--- src/rtl/vector_logger.sv ---
// Logs {s, x} samples into a FIFO and streams each as an ASCII "<s> <x>\n" line.
// Latency: sample at edge N into an idle logger gives the first byte after N+1; lines are back-to-back.
// Backpressure: byte_data/byte_valid hold while byte_ready=0; samples arriving at a full FIFO set overflow.
module vector_logger #(
    parameter int SW    = 2,
    parameter int XW    = 1,
    parameter int DEPTH = 8
) (
    input  logic                     clk,
    input  logic                     rst_n,
    input  logic                     sample_en,
    input  logic [SW-1:0]            s,
    input  logic [XW-1:0]            x,
    output logic [7:0]               byte_data,
    output logic                     byte_valid,
    input  logic                     byte_ready,
    output logic [$clog2(DEPTH):0]   count,
    output logic                     overflow,
    output logic                     busy
);

    localparam int AW   = $clog2(DEPTH);
    localparam int RW   = SW + XW;
    localparam int MAXW = (SW > XW) ? SW : XW;
    localparam int IW   = $clog2(MAXW + 1);

    typedef enum logic [2:0] {
        IDLE,
        S_BITS,
        SEP,
        X_BITS,
        EOL
    } state_t;

    logic [RW-1:0] r_mem [DEPTH];
    logic [AW-1:0] r_wr_ptr;
    logic [AW-1:0] r_rd_ptr;
    logic [AW:0]   r_count;
    logic          r_overflow;
    state_t        r_state;
    logic [SW-1:0] r_sreg;
    logic [XW-1:0] r_xreg;
    logic [IW-1:0] r_idx;
    logic [7:0]    r_byte_data;
    logic          r_byte_valid;
    logic          r_busy;

    logic          w_xfer;
    logic          w_push;
    logic          w_pop;
    logic          w_load;
    logic [RW-1:0] w_head;
    logic [SW-1:0] w_sshift;
    logic [XW-1:0] w_xshift;
    state_t        w_state_nxt;
    logic [SW-1:0] w_sreg_nxt;
    logic [XW-1:0] w_xreg_nxt;
    logic [IW-1:0] w_idx_nxt;
    logic [7:0]    w_data_nxt;
    logic [AW:0]   w_count_nxt;

    function automatic logic [7:0] f_ascii(input logic b);
        return {7'b0011000, b};
    endfunction

    // Fullness is judged on the pre-edge count, so a same-edge pop never makes room.
    assign w_xfer   = r_byte_valid & byte_ready;
    assign w_push   = sample_en && (r_count < (AW+1)'(DEPTH));
    assign w_head   = r_mem[r_rd_ptr];
    assign w_sshift = r_sreg << 1;
    assign w_xshift = r_xreg << 1;

    always_comb begin
        w_state_nxt = r_state;
        w_sreg_nxt  = r_sreg;
        w_xreg_nxt  = r_xreg;
        w_idx_nxt   = r_idx;
        w_data_nxt  = r_byte_data;
        w_load      = 1'b0;
        w_pop       = 1'b0;
        case (r_state)
            IDLE: begin
                if (r_count != '0) w_load = 1'b1;
            end
            S_BITS: begin
                if (w_xfer) begin
                    if (r_idx == '0) begin
                        w_data_nxt  = 8'h20;
                        w_state_nxt = SEP;
                    end else begin
                        w_sreg_nxt = w_sshift;
                        w_idx_nxt  = r_idx - IW'(1);
                        w_data_nxt = f_ascii(w_sshift[SW-1]);
                    end
                end
            end
            SEP: begin
                if (w_xfer) begin
                    w_data_nxt  = f_ascii(r_xreg[XW-1]);
                    w_idx_nxt   = IW'(XW - 1);
                    w_state_nxt = X_BITS;
                end
            end
            X_BITS: begin
                if (w_xfer) begin
                    if (r_idx == '0) begin
                        w_data_nxt  = 8'h0A;
                        w_state_nxt = EOL;
                    end else begin
                        w_xreg_nxt = w_xshift;
                        w_idx_nxt  = r_idx - IW'(1);
                        w_data_nxt = f_ascii(w_xshift[XW-1]);
                    end
                end
            end
            EOL: begin
                if (w_xfer) begin
                    if (r_count != '0) begin
                        w_load = 1'b1;
                    end else begin
                        w_data_nxt  = 8'h00;
                        w_state_nxt = IDLE;
                    end
                end
            end
            default: w_state_nxt = IDLE;
        endcase
        // Starting a line pops the head record into the shift registers.
        if (w_load) begin
            w_pop       = 1'b1;
            w_sreg_nxt  = w_head[RW-1:XW];
            w_xreg_nxt  = w_head[XW-1:0];
            w_idx_nxt   = IW'(SW - 1);
            w_data_nxt  = f_ascii(w_head[RW-1]);
            w_state_nxt = S_BITS;
        end
    end

    always_comb begin
        w_count_nxt = r_count;
        case ({w_push, w_pop})
            2'b10:   w_count_nxt = r_count + (AW+1)'(1);
            2'b01:   w_count_nxt = r_count - (AW+1)'(1);
            default: w_count_nxt = r_count;
        endcase
    end

    always_ff @(posedge clk) begin
        if (w_push) r_mem[r_wr_ptr] <= {s, x};
    end

    always_ff @(posedge clk or negedge rst_n) begin
        if (!rst_n) begin
            r_state <= IDLE;
        end else begin
            r_state <= w_state_nxt;
        end
    end

    always_ff @(posedge clk or negedge rst_n) begin
        if (!rst_n) begin
            r_wr_ptr     <= '0;
            r_rd_ptr     <= '0;
            r_count      <= '0;
            r_overflow   <= 1'b0;
            r_sreg       <= '0;
            r_xreg       <= '0;
            r_idx        <= '0;
            r_byte_data  <= 8'h00;
            r_byte_valid <= 1'b0;
            r_busy       <= 1'b0;
        end else begin
            if (w_push) r_wr_ptr <= r_wr_ptr + AW'(1);
            if (w_pop)  r_rd_ptr <= r_rd_ptr + AW'(1);
            if (sample_en && !w_push) r_overflow <= 1'b1;
            r_count      <= w_count_nxt;
            r_sreg       <= w_sreg_nxt;
            r_xreg       <= w_xreg_nxt;
            r_idx        <= w_idx_nxt;
            r_byte_data  <= w_data_nxt;
            r_byte_valid <= (w_state_nxt != IDLE);
            r_busy       <= (w_state_nxt != IDLE) || (w_count_nxt != '0);
        end
    end

    assign byte_data  = r_byte_data;
    assign byte_valid = r_byte_valid;
    assign count      = r_count;
    assign overflow   = r_overflow;
    assign busy       = r_busy;

endmodule

--- config.mk ---
export PLATFORM = sky130hd
export DESIGN_NAME = vector_logger
export DESIGN_NICKNAME = d
export VERILOG_FILES = /design/src/rtl/vector_logger.sv
export SDC_FILE = /design/constraint.sdc
export NUM_CORES = 1
export LEC_CHECK = 0
export CAP_MARGIN = 40
export CORE_MARGIN = 5
export CORE_UTILIZATION = 56
export CTS_CLUSTER_DIAMETER = 80
export CTS_CLUSTER_SIZE = 25
export DETAILED_ROUTE_END_ITERATION = 8
export PLACE_DENSITY = 0.78
export SYNTH_ARGS = -nofsm -noshare
export SYNTH_HDL_FRONTEND = slang
export SYNTH_SLANG_ARGS = --single-unit
--- constraint.sdc ---
create_clock -name clk -period 3.3 [get_ports clk]
set_input_delay 0.495 -clock clk [delete_from_list [all_inputs] [get_ports clk]]
set_output_delay 0.495 -clock clk [all_outputs]
set_load 0.05 [all_outputs]
; Word level (Yosys, flattened, before mapping)
; Memories as Yosys holds them, arrays and structs flattened.
; Index checks and enable logic that the tools add are counted.
[totals]
reg_bits = 28
ramBits = 24
inputBits = 7
output_inout_bits = 15
elab_cells = 90
memories = 1
[mem_list]
columns = memory, depth, word_bits, read_ports, rd_ports_with_merged_regs, write_ports, line
row1 = r_mem, 8, 3, 1, 0, 1, 35  ; logic [RW-1:0] r_mem [DEPTH];
[classes]
add_sub_neg = 5
magnitude_cmp = 1
eq_ne = 14
mux = 38
bitwise = 1
n_reduce_logical = 19
[op_table]
columns = operator, n
row1 = $mux W8, 6
row2 = $pmux W8 S4, 1
row3 = $mux W3, 8
row4 = $ne A3 B3 Y1 const B, 6
row5 = $pmux W3 S5, 1
row6 = $mux W1, 13
row7 = $mux W2, 4
row8 = $pmux W4 S2, 1
row9 = $reduce_bool A4 Y1, 2
row10 = $add A3 B1 Y3 const B, 2
row11 = $eq A3 B2 Y1 const B, 2
row12 = $mux W6, 1
row13 = $reduce_and A3 Y1, 2
row14 = $reduce_and A6 Y1, 1
row15 = $reduce_bool A2 Y1, 3
row16 = $reduce_bool A3 Y1, 2
row17 = $mux W5, 1
row18 = $reduce_bool A5 Y1, 1
row19 = $add A4 B1 Y4 const B, 1
row20 = $lt A4 B4 Y1 const B, 1
row21 = $pmux W2 S2, 1
row22 = $reduce_and A4 Y1, 1
row23 = $sub A4 B1 Y4 const B, 1
row24 = $eq A3 B1 Y1 const B, 1
row25 = other kinds (14), 15

; Depth between registers and ports, before layout
; Gate-level depths: netlist of run 1.
[depth]
ltp_word = 9
depth_mapped = 13
mapped_depth_nobuf = 9

; Least setup slack after synthesis of run 1
; No wires, ideal clock.
[synth_timing]
path_kind = flip-flop to flip-flop
startpoint = register r_count[1] (netlist: count[1])
endpoint = register r_busy (netlist: busy)
setup_time_ps = 139
t_arrival_ps = 3129
t_required_ps = 3161
slack_ps = 32
path_stages_with_launch = 13
path_buffers = 3
period_less_slack_ps = 3268
path_cell_list = dfrtp_1 -> buf_6 -> nor4_1 -> a211oi_1 -> clkbuf_1 -> ha_1 -> buf_4 -> nor2_1 -> nand2_1 -> a31oi_1 -> mux2i_1 -> xnor2_1 -> or4_1
[synth_via]
elab_chain_len = 9
word_cells_on_any_way = 19
classes_between = 2 x add/sub / 1 x order compare / 2 x eq/ne / 9 x mux / 5 x reduce/logical
[synth_rtl]
columns = item, line
row1 = from (decl), 38  ; logic [AW:0] r_count;
row2 = from (signal assigned), 176  ; r_count <= w_count_nxt;
row3 = $reduce_bool A4 Y1, "83, 118"
row4 = $mux W1, "83, 118"
row5 = $mux W1, 117  ; if (w_xfer) begin
row6 = $pmux W1 S2, 81  ; case (r_state)
row7 = $mux W1, 129  ; if (w_load) begin
row8 = $eq A2 B1 Y1 / $eq A2 B2 Y1 (equally long branches), 141  ; case ({w_push, w_pop})
row9 = $pmux W4 S2 *, 141
row10 = via w_count_nxt[3], 60  ; logic [AW:0] w_count_nxt;
row11 = $reduce_bool A4 Y1 *, 182  ; r_busy <= (w_state_nxt != IDLE) || (w_count_nxt != '0);
row12 = $logic_or A1 B1 Y1 *, 182
row13 = to (signal assigned), 182
row14 = to (decl), 46  ; logic r_busy;
; The timed path passes the listed nets; every way through them passes the cells marked *.
; A chain may end at the register's enable or synchronous reset.

; Worst setup path in the final report of run 1
[layout_timing]
startpoint = input byte_ready
endpoint = register r_busy (netlist: busy)
[layout_via]
elab_chain_len = 8
word_cells_on_any_way = 16
classes_between = 2 x eq/ne / 10 x mux / 1 x bitwise / 3 x reduce/logical
[layout_rtl]
columns = item, line
row1 = from (decl), 16  ; input logic byte_ready,
row2 = $and A1 B1 Y1 *, 67  ; assign w_xfer = r_byte_valid & byte_ready;
row3 = $mux W1 *, 117
row4 = $pmux W1 S2 *, 81
row5 = $mux W1 *, 129
row6 = $eq A2 B1 Y1 / $eq A2 B2 Y1 (equally long branches), 141
row7 = $pmux W4 S2 *, 141
row8 = via w_count_nxt[2], 60
row9 = $reduce_bool A4 Y1 *, 182
row10 = $logic_or A1 B1 Y1 *, 182
; Marked as above.

==> results.ini, run 1 <==
[clock_network]
cts_sinks = 48
cts-hold-fix-buffers = 0
cts_buffers = 5
h-tree-depth = 2
clkLatencyLatePin_ns = 0.30
cts_buffer_depth = 2
postCtsSetupRepairBufs = 0
cts-root-buf = clkbuf_8
clk_pin_slew_ns = 0.08
cts_resized = 0
tritoncts = done

[sta]
final_hold_viol_count = 0
fmax_mhz = 343
rsz0062_at_grt = false
finClkSkew_ns = 0.00854
fin_crit_ns = 2.92
layout_worst_path_cycle_share = 0.884
worst_pin_slew_ns = 0.754
setup_viol = 0
slew_headroom = 0.493
slew_viol_final = 0
setup_tns_ns = 0

[power]
netSwitchingPower_mw = 1.04
p_comb_frac = 0.430
ir_drop_v = 0.000538
p_leak_nw = 0.988
swShare = 0.397
clockPowerShare = 0.189
p_int_mw = 1.58
power.density_nw_per_um2 = 1010
pwr-share-seq = 0.382

[floorplanning]
fp.dieW_um = 73.6
rows = 23
start_util = 0.570
die-area_sq_um = 5410
core_area_sq_um = 3970
ios = 22
die_y_um = 73.6

[route]
via_per_inst = 5.67
num_vias = 1417
drc_errors = 0
dr.pass1.iters = 4
drt-initial-drc-count = 162
wl_um = 4130
ant_nets = 0
wl_per_cell_um = 16.5

[synthesis]
ys_async_sr_fraction = 0.500
synthTopCellsByArea = edfxtp_1 (32%), dfrtp_1 (27%), mux4_2 (6.0%)
synth_edf_count = 24
syn_inst = 181
synth_top_area_cell = edfxtp_1
synth_top_area_frac = 0.318
syn_area_sq_um = 2260
dominantRegCellSynth = edfxtp_1
synth_area_per_cell_sq_um = 12.5
synth_warnings = 0
synthDistinctLibCells = 39
ys_ff_latch = 48
ys_seq_area_frac = 0.584

[worst_hold_path]
whs_path_depth = 1
hold_class = register to register

[finish]
utilization = 0.653
nFillCells = 296
drive_above_1_share = 0.115
instances_no_fill = 250
stdcell_area_sq_um = 2590
syn_to_final_growth_pct = 14.6
diodes = 0
layout.nets = 211

[global_route]
grt_pass1_wl_um = 7130
overflow = 0
grt_max_degree = 17
antenna_found_initial = 0
grt_use_total = 0.177
grt_pass1_vias = 1437

[placed_design]
placed_cell_area_sq_um = 2460
routabilityCongestion = 0.845
dp_hpwl_um = 2940
place_inst = 242
io_buffers = 18

[run_status]
status = finished, final reports clean

[worst_setup_path]
critical_path.max_fanout = 8
r2r_cells = 9
cp-start-kind = input port
cp.arrival_ns = 3.09
path_class = input port to register
cp.required_ns = 3.47
crit_path_end_kind = register

[job]
drv_cap = 0

## kinds of logic (layout without fill, tap and decap cells)
family / count (synthesis) / in the layout / synth area share
AO/OA/AOI/OAI: 31 / 31 / 0.0951
XOR/XNOR: 10 / 10 / 0.0387
adder cells (fa/ha/maj): 5 / 5 / 0.0276
buffers and inverters: 20 / 37 / 0.0525
flip-flops: 48 / 48 / 0.584
multiplexers: 14 / 14 / 0.0967
other: 1 / 3 / 0.00166
AND/OR/NAND/NOR: 52 / 52 / 0.104
## sequential cells by signal, indices dropped and copies added, names as in the netlist
signal      flops
r_state         3
r_wr_ptr        3
byte_data       4
r_mem          24
r_rd_ptr        3
count           4
busy            1
byte_valid      1
r_xreg          1
r_sreg          1
r_idx           2
overflow        1
## critical path, cell delays in order
cell and delay [ns]:
clkdlybuf4s50_1 0.47, nand2_1 0.19, a2111oi_4 0.53, xor2_1 0.15
ha_1 0.21, a21oi_1 0.14, xor2_1 0.17, nor2_1 0.07
xor2_1 0.15, or4_1 0.51
## Yosys cell counts, types with 5 or more instances
library cell / instances
dfrtp_1: 24
edfxtp_1: 24
nor2_1: 19
nand2_1: 15
a21oi_1: 11
inv_1: 6
mux4_2: 6
o21ai_0: 6
xor2_1: 6
buf_4: 5
ha_1: 5
mux2i_1: 5
## metrics by stage
step	hold WS, ns	total power [mW]	setup slack [ns]
final	0.471	2.62	0.382
after global routing	0.521	2.80	0.219
after CTS	0.473	2.64	0.404
after detailed placement	0.451	2.13	0.100
after global placement	0.441	2.07	0.240
after floorplan	0.199	1.86	0.0321
## layout by cell type (no fill, tap or decap), types with 2 or more instances in the layout
master,synthesis,routed
mux2i_1,5,5
xnor2_1,4,4
mux2_2,3,3
dfrtp_1,24,24
edfxtp_1,24,24
inv_1,6,6
clkbuf_8,0,5
nand2b_1,4,4
clkdlybuf4s50_1,0,18
mux4_2,6,6
o21ai_0,6,6
xor2_1,6,6
or4_1,2,2
buf_4,5,4
a21oi_1,11,11
nor3_1,3,3
bufinv_16,0,2
ha_1,5,5
conb_1,1,3
nor2_1,19,19
a21o_1,3,3
nor2b_1,2,2
a211oi_1,2,2
nand3_1,3,3
nand2_1,15,15
## cell type report
type	instances	area, sq um	share of cell area
inverter	6	22.5	0.00868
sequential	48	1320	0.509
clock inverter	2	60.1	0.0231
multi-input combinational	115	831	0.320
tap	50	62.6	0.0241
timing repair buffer	23	225	0.0868
clock buffer	6	72.6	0.0280
## final timing paths
path	from	endpoint	slack (ns)
worst min-delay path	overflow	overflow	0.47
max in group asynchronous	rst_n	overflow	2.25
worst max register to register	r_state[1]	busy	0.43
worst max-delay path	byte_ready	busy	0.38
worst min register to register	overflow	overflow	0.47
min in group asynchronous	rst_n	byte_data[0]	0.55
## layer usage
metal	vias up	wire, um	global-route usage
li1	681	-	-
met3	7	243	0.0561
met2	39	2120	0.287
met4	0	60	0.0503
met5	-	0	0
met1	690	1710	0.229
## power by group through the flow
stage / sequential [mW] / clock (mW) / combinational, mW
floorplan: 1.09 / 0 / 0.774
global placement: 0.998 / 0 / 1.07
detailed placement: 1.01 / 0 / 1.12
CTS: 1.00 / 0.506 / 1.13
global route: 1.03 / 0.527 / 1.24
finish: 1.00 / 0.495 / 1.13
Power figures use the tool's default switching activity.
==> run 2, diff against run 1 <==
Settings changed: CORE_MARGIN 5 to 4, MAX_ROUTING_LAYER set to met4.
==> run 2 against run 1 <==
Against the previous run: worst setup slack improved by 0.065 ns; sequential share of layout area grew 1.0 points; register-to-register slack better by 0.05 ns; clock-buffer cell count is the same; non-clock buffer count did not move; critical path type unchanged; critical endpoint unchanged; largest cell class unchanged; largest power group unchanged; highest routed layer unchanged.
==> results.ini, run 2 (synthesis results as in run 1) <==
[clock_network]
tritoncts = done
clkLatencyLatePin_ns = 0.30  ; about the same
cts_sinks = 48  ; unchanged
postCtsSetupRepairBufs = 0  ; unchanged
cts-root-buf = clkbuf_8
cts_resized = 0  ; unchanged
cts_buffers = 5  ; unchanged
cts-hold-fix-buffers = 0  ; unchanged
cts_buffer_depth = 2  ; unchanged
clk_pin_slew_ns = 0.09  ; about the same
h-tree-depth = 2  ; unchanged

[run_status]
status = finished, final reports clean

[floorplanning]
die_y_um = 71.6  ; -2.7%
ios = 22  ; unchanged
fp.dieW_um = 71.6  ; -2.7%
core_area_sq_um = 3770  ; -5.0%
die-area_sq_um = 5120  ; -5.4%
rows = 22  ; -4.3%
start_util = 0.600  ; +0.0303

[finish]
layout.nets = 211  ; unchanged
largest_reg_flops = 24  ; unchanged
syn_to_final_growth_pct = 12.4
drive_above_1_share = 0.110  ; -0.00500
layout_common_cells = dfrtp_1 (24), edfxtp_1 (24), nor2_1 (19)
largest_register = r_mem
diodes = 0  ; unchanged

[route]
drc_errors = 0  ; unchanged
wl_um = 3800  ; -8.0%
ant_nets = 0  ; unchanged
top_layer_used = met4
met2WireLength_um = 1930  ; -8.6%
dr.pass1.iters = 4  ; unchanged
wl_per_cell_um = 15.3  ; -7.3%
met3_length_um = 178  ; -27%
drt-met1-wl_um = 1660  ; -3.2%
via_per_inst = 5.58  ; -1.5%
drt-initial-drc-count = 88  ; -46%
num_vias = 1384  ; -2.3%

[sta]
fin_crit_ns = 2.85  ; -0.0648 ns
worst_pin_slew_ns = 0.853  ; +0.0985 ns
fin_hold_ws_ns = 0.465  ; -0.00550 ns
finClkSkew_ns = 0.00899  ; +0.000456 ns
setup_viol = 0  ; unchanged
setup_tns_ns = 0  ; unchanged
rsz0062_at_grt = false
slew_viol_final = 0  ; unchanged
layout_worst_path_cycle_share = 0.865  ; -0.0196
final_hold_viol_count = 0  ; unchanged
slew_headroom = 0.427  ; -0.0662
fmax_mhz = 351  ; +2.3%

[worst_setup_path]
crit_buf_inv = 1  ; unchanged
path_class = input port to register
path_cells = clkdlybuf4s50_1 -> nand2_1 -> a2111oi_4 -> xor2_1 -> ha_1 -> a21oi_1 -> xor2_1 -> nor2_1 -> xor2_1 -> or4_1
r2r_slack_ns = 0.48  ; +0.05 ns
crit_slowest_cell = a2111oi_4
crit_path_end_kind = register
cpPeakStageDelay_ns = 0.52  ; about the same
path_common_cell = xor2_1
cp.arrival_ns = 3.03  ; -0.06 ns
critical_path.max_fanout = 8  ; unchanged
path_delay_family = simple AND/OR/NAND/NOR gates
cp.required_ns = 3.47  ; about the same
cp-start-kind = input port

[power]
power.density_nw_per_um2 = 959  ; -5.2%
p_leak_nw = 0.962  ; -2.7%
ir_drop_v = 0.000675  ; +25%

[placed_design]
io_buffers = 18  ; unchanged
routabilityCongestion = 0.865  ; +2.4%
dp_hpwl_um = 2850  ; -3.0%

[global_route]
grt_pass1_wl_um = 6690  ; -6.2%
grt_max_degree = 17  ; unchanged
grt_use_total = 0.173  ; -0.00449
overflow = 0  ; unchanged
grt_pass1_vias = 1394  ; -3.0%
antenna_found_initial = 0  ; unchanged

[job]
drv_cap = 0  ; unchanged

[worst_hold_path]
hold_class = register to register

==> run 2: where the power goes <==
group | internal [mW] | switching [mW]
combinational | 0.477 | 0.631
clock | 0.147 | 0.185
sequential | 0.800 | 0.198
total | 1.42 | 1.02
==> run 2: stage by stage <==
stage | cells | utilization | total power, mW | worst slack, ns | area [sq um]
floorplan | 183 | - | 1.86 | 0.0321 | 2270
global placement | 239 | 0.648 | 2.07 | 0.230 | 2440
detailed placement | 240 | 0.652 | 2.12 | 0.126 | 2460
CTS | 248 | 0.675 | 2.46 | 0.442 | 2540
global route | 248 | 0.675 | 2.64 | 0.285 | 2540
finish | 248 | 0.675 | 2.44 | 0.447 | 2540
==> run 2: per-layer routing <==
metal  vias up  track usage
li1        675            -
met2        35        0.279
met1       669        0.216
met5         -            -
met4         0       0.0459
met3         5       0.0463
==> run 2: worst register-to-register path, delay by kind of cell (launching register included) <==
family,cells,cell delay [ns]
XOR/XNOR,3,0.43
adder cells (fa/ha/maj),1,0.19
AND/OR/NAND/NOR,3,0.95
flip-flops,1,0.48
AO/OA/AOI/OAI,2,0.64
==> run 2: final timing paths <==
path                            start            to  cells past startpoint
setup / recovery           byte_ready          busy                     10
hold / removal               overflow      overflow                      1
setup reg to reg           r_state[1]          busy                      9
hold reg to reg              overflow      overflow                      1
max in group asynchronous       rst_n   r_wr_ptr[0]                      2
min in group asynchronous       rst_n  byte_data[3]                      1
==> run 2: cell type report <==
class	instances	area, sq um
well taps	48	60.1
clock inverters	2	11.3
multi-input cells	115	831
flip-flops and latches	48	1320
fillers	281	1230
inverters	6	22.5
clock buffers	6	72.6
repair buffers	23	225
==> run 3, diff against run 2 <==
Settings changed: GPL_TIMING_DRIVEN set to 0.
==> run 3 against run 2 <==
Against the previous run: clock-buffer cell count down 1; global-route usage up 1.2 points; via count up 3.2%; sequential share of layout area down 2.0 points; clock skew about the same; clock power about the same; maximum frequency down 7.0%; critical endpoint unchanged; largest cell class unchanged.
==> results.ini, run 3 (synthesis results as in run 1) <==
[run_status]
status = finished, final reports clean

[sta]
worst_pin_slew_ns = 0.727  ; -0.126 ns
fin_crit_ns = 3.07  ; +0.216 ns
slew_headroom = 0.511  ; +0.0845
fmax_mhz = 326  ; -7.0%
rsz0062_at_grt = false
finClkSkew_ns = 0.00859  ; -0.000402 ns
setup_tns_ns = 0  ; unchanged
setup_viol = 0  ; unchanged
slew_viol_final = 0  ; unchanged
layout_worst_path_cycle_share = 0.930  ; +0.0656
fin_hold_ws_ns = 0.463  ; -0.00282 ns
final_hold_viol_count = 0  ; unchanged

[finish]
layout.nets = 221  ; +4.7%
largest_reg_flops = 24  ; unchanged
layout_common_cells = dfrtp_1 (24), edfxtp_1 (24), nor2_1 (19)
stdcell_area_sq_um = 2640  ; +3.9%
syn_to_final_growth_pct = 16.8
largest_register = r_mem
utilization = 0.701  ; +0.0265
drive_above_1_share = 0.157  ; +0.0471
register_area_sq_um = 1320  ; unchanged
diodes = 0  ; unchanged
multi_input_area_sq_um = 861  ; +3.6%
nFillCells = 276  ; -1.8%

[placed_design]
dp_hpwl_um = 2980  ; +4.8%
routabilityCongestion = 0.879  ; +1.5%
placed_cell_area_sq_um = 2530  ; +2.7%
io_buffers = 18  ; unchanged

[clock_network]
cts_sinks = 48  ; unchanged
tritoncts = done
cts-root-buf = clkbuf_8
postCtsSetupRepairBufs = 0  ; unchanged
clkLatencyLatePin_ns = 0.29  ; about the same
h-tree-depth = 2  ; unchanged
clk_pin_slew_ns = 0.09  ; about the same
cts_buffers = 5  ; unchanged
cts_buffer_depth = 2  ; unchanged

[worst_setup_path]
cp.arrival_ns = 3.24  ; +0.21 ns
cp-start-kind = input port
critical_path.max_fanout = 10  ; +2
path_class = input port to register
cp.required_ns = 3.47  ; about the same
crit_path_end_kind = register

[route]
drt-initial-drc-count = 181  ; +110%
num_vias = 1428  ; +3.2%
ant_nets = 0  ; unchanged
drc_errors = 0  ; unchanged
dr.pass1.iters = 4  ; unchanged
wl_per_cell_um = 15.3  ; -0.33%
wl_um = 3940  ; +3.7%
via_per_inst = 5.53  ; -0.82%

[floorplanning]
start_util = 0.600  ; unchanged
rows = 22  ; unchanged
core_area_sq_um = 3770  ; unchanged
die_y_um = 71.6  ; unchanged
die-area_sq_um = 5120  ; unchanged
ios = 22  ; unchanged
fp.dieW_um = 71.6  ; unchanged

[power]
finalPower_mw = 2.53  ; +3.9%
p_comb_frac = 0.497  ; +0.042
pwr-share-seq = 0.371  ; -0.038
p_leak_nw = 1.01  ; +5.2%
p_int_mw = 1.48  ; +3.8%
swShare = 0.417  ; +0.000763
netSwitchingPower_mw = 1.06  ; +4.1%
ir_drop_v = 0.000819  ; +21%
power.density_nw_per_um2 = 959  ; about the same
clockPowerShare = 0.132  ; -0.004

[global_route]
antenna_found_initial = 0  ; unchanged
overflow = 0  ; unchanged
grt_pass1_wl_um = 7120  ; +6.4%
grt_pass1_vias = 1473  ; +5.7%
grt_use_total = 0.184  ; +0.0118
grt_max_degree = 16  ; -1

[worst_hold_path]
hold_class = register to register

[job]
drv_cap = 0  ; unchanged

## run 3: changes by cell type in the layout (fill, tap and decap cells not counted), sizes merged
cell,change
inv,+1
buf,+9
## run 3: cell type report
class,instances,area share
sequential,48,0.500
clock inverter,3,0.00663
clock buffer,5,0.0260
inverter,6,0.00852
buffer,14,0.0369
timing repair buffer,19,0.0738
tap,48,0.0227
multi-input combinational,115,0.326
## run 3: power groups by stage
stage	sequential, mW	combinational (mW)	clock, mW
floorplan	1.09	0.774	0
global placement	0.928	1.19	0
detailed placement	0.940	1.24	0
CTS	0.930	1.25	0.342
global route	0.964	1.40	0.375
finish	0.939	1.26	0.334
## run 3: what timing repair did
item,4_1_cts,5_1_grt
gates resized for setup,3,4
pin swaps,0,0
hold buffers,0,0
setup endpoints to repair,1,1
## run 3: stage by stage
stage / setup WS, ns / std cells
2_1_floorplan: 0.0321 / 183
3_3_place_gp: -0.367 / 249
6_report: 0.231 / 258
3_5_place_dp: -0.527 / 250
5_1_grt: 0.0510 / 258
4_1_cts: 0.0794 / 258
## run 3: path summary, 6_finish.rpt
check,start,endpoint,slack [ns],cells past startpoint
setup / recovery,byte_ready,busy,0.23,12
hold / removal,overflow,overflow,0.46,1
setup reg to reg,r_state[1],busy,0.26,13
hold reg to reg,overflow,overflow,0.46,1
max in group asynchronous,rst_n,r_wr_ptr[2],2.24,2
min in group asynchronous,rst_n,r_idx[1],0.57,1
## run 3: critical path, stage by stage
cell,delay (ns)
clkdlybuf4s50_1,0.50
nand2_2,0.15
a211oi_4,0.32
buf_2,0.27
ha_1,0.27
buf_4,0.16
nor2_1,0.10
nand2_1,0.07
a31oi_1,0.15
mux2i_1,0.11
xnor2_1,0.15
or4_1,0.50
## run 3: metal layers
metal | GRT usage | up-vias | share of wire
met5 | - | - | 0
met4 | 0.0543 | 0 | 0.0096
met3 | 0.0449 | 4 | 0.044
met2 | 0.300 | 35 | 0.52
met1 | 0.230 | 693 | 0.43
li1 | - | 696 | -
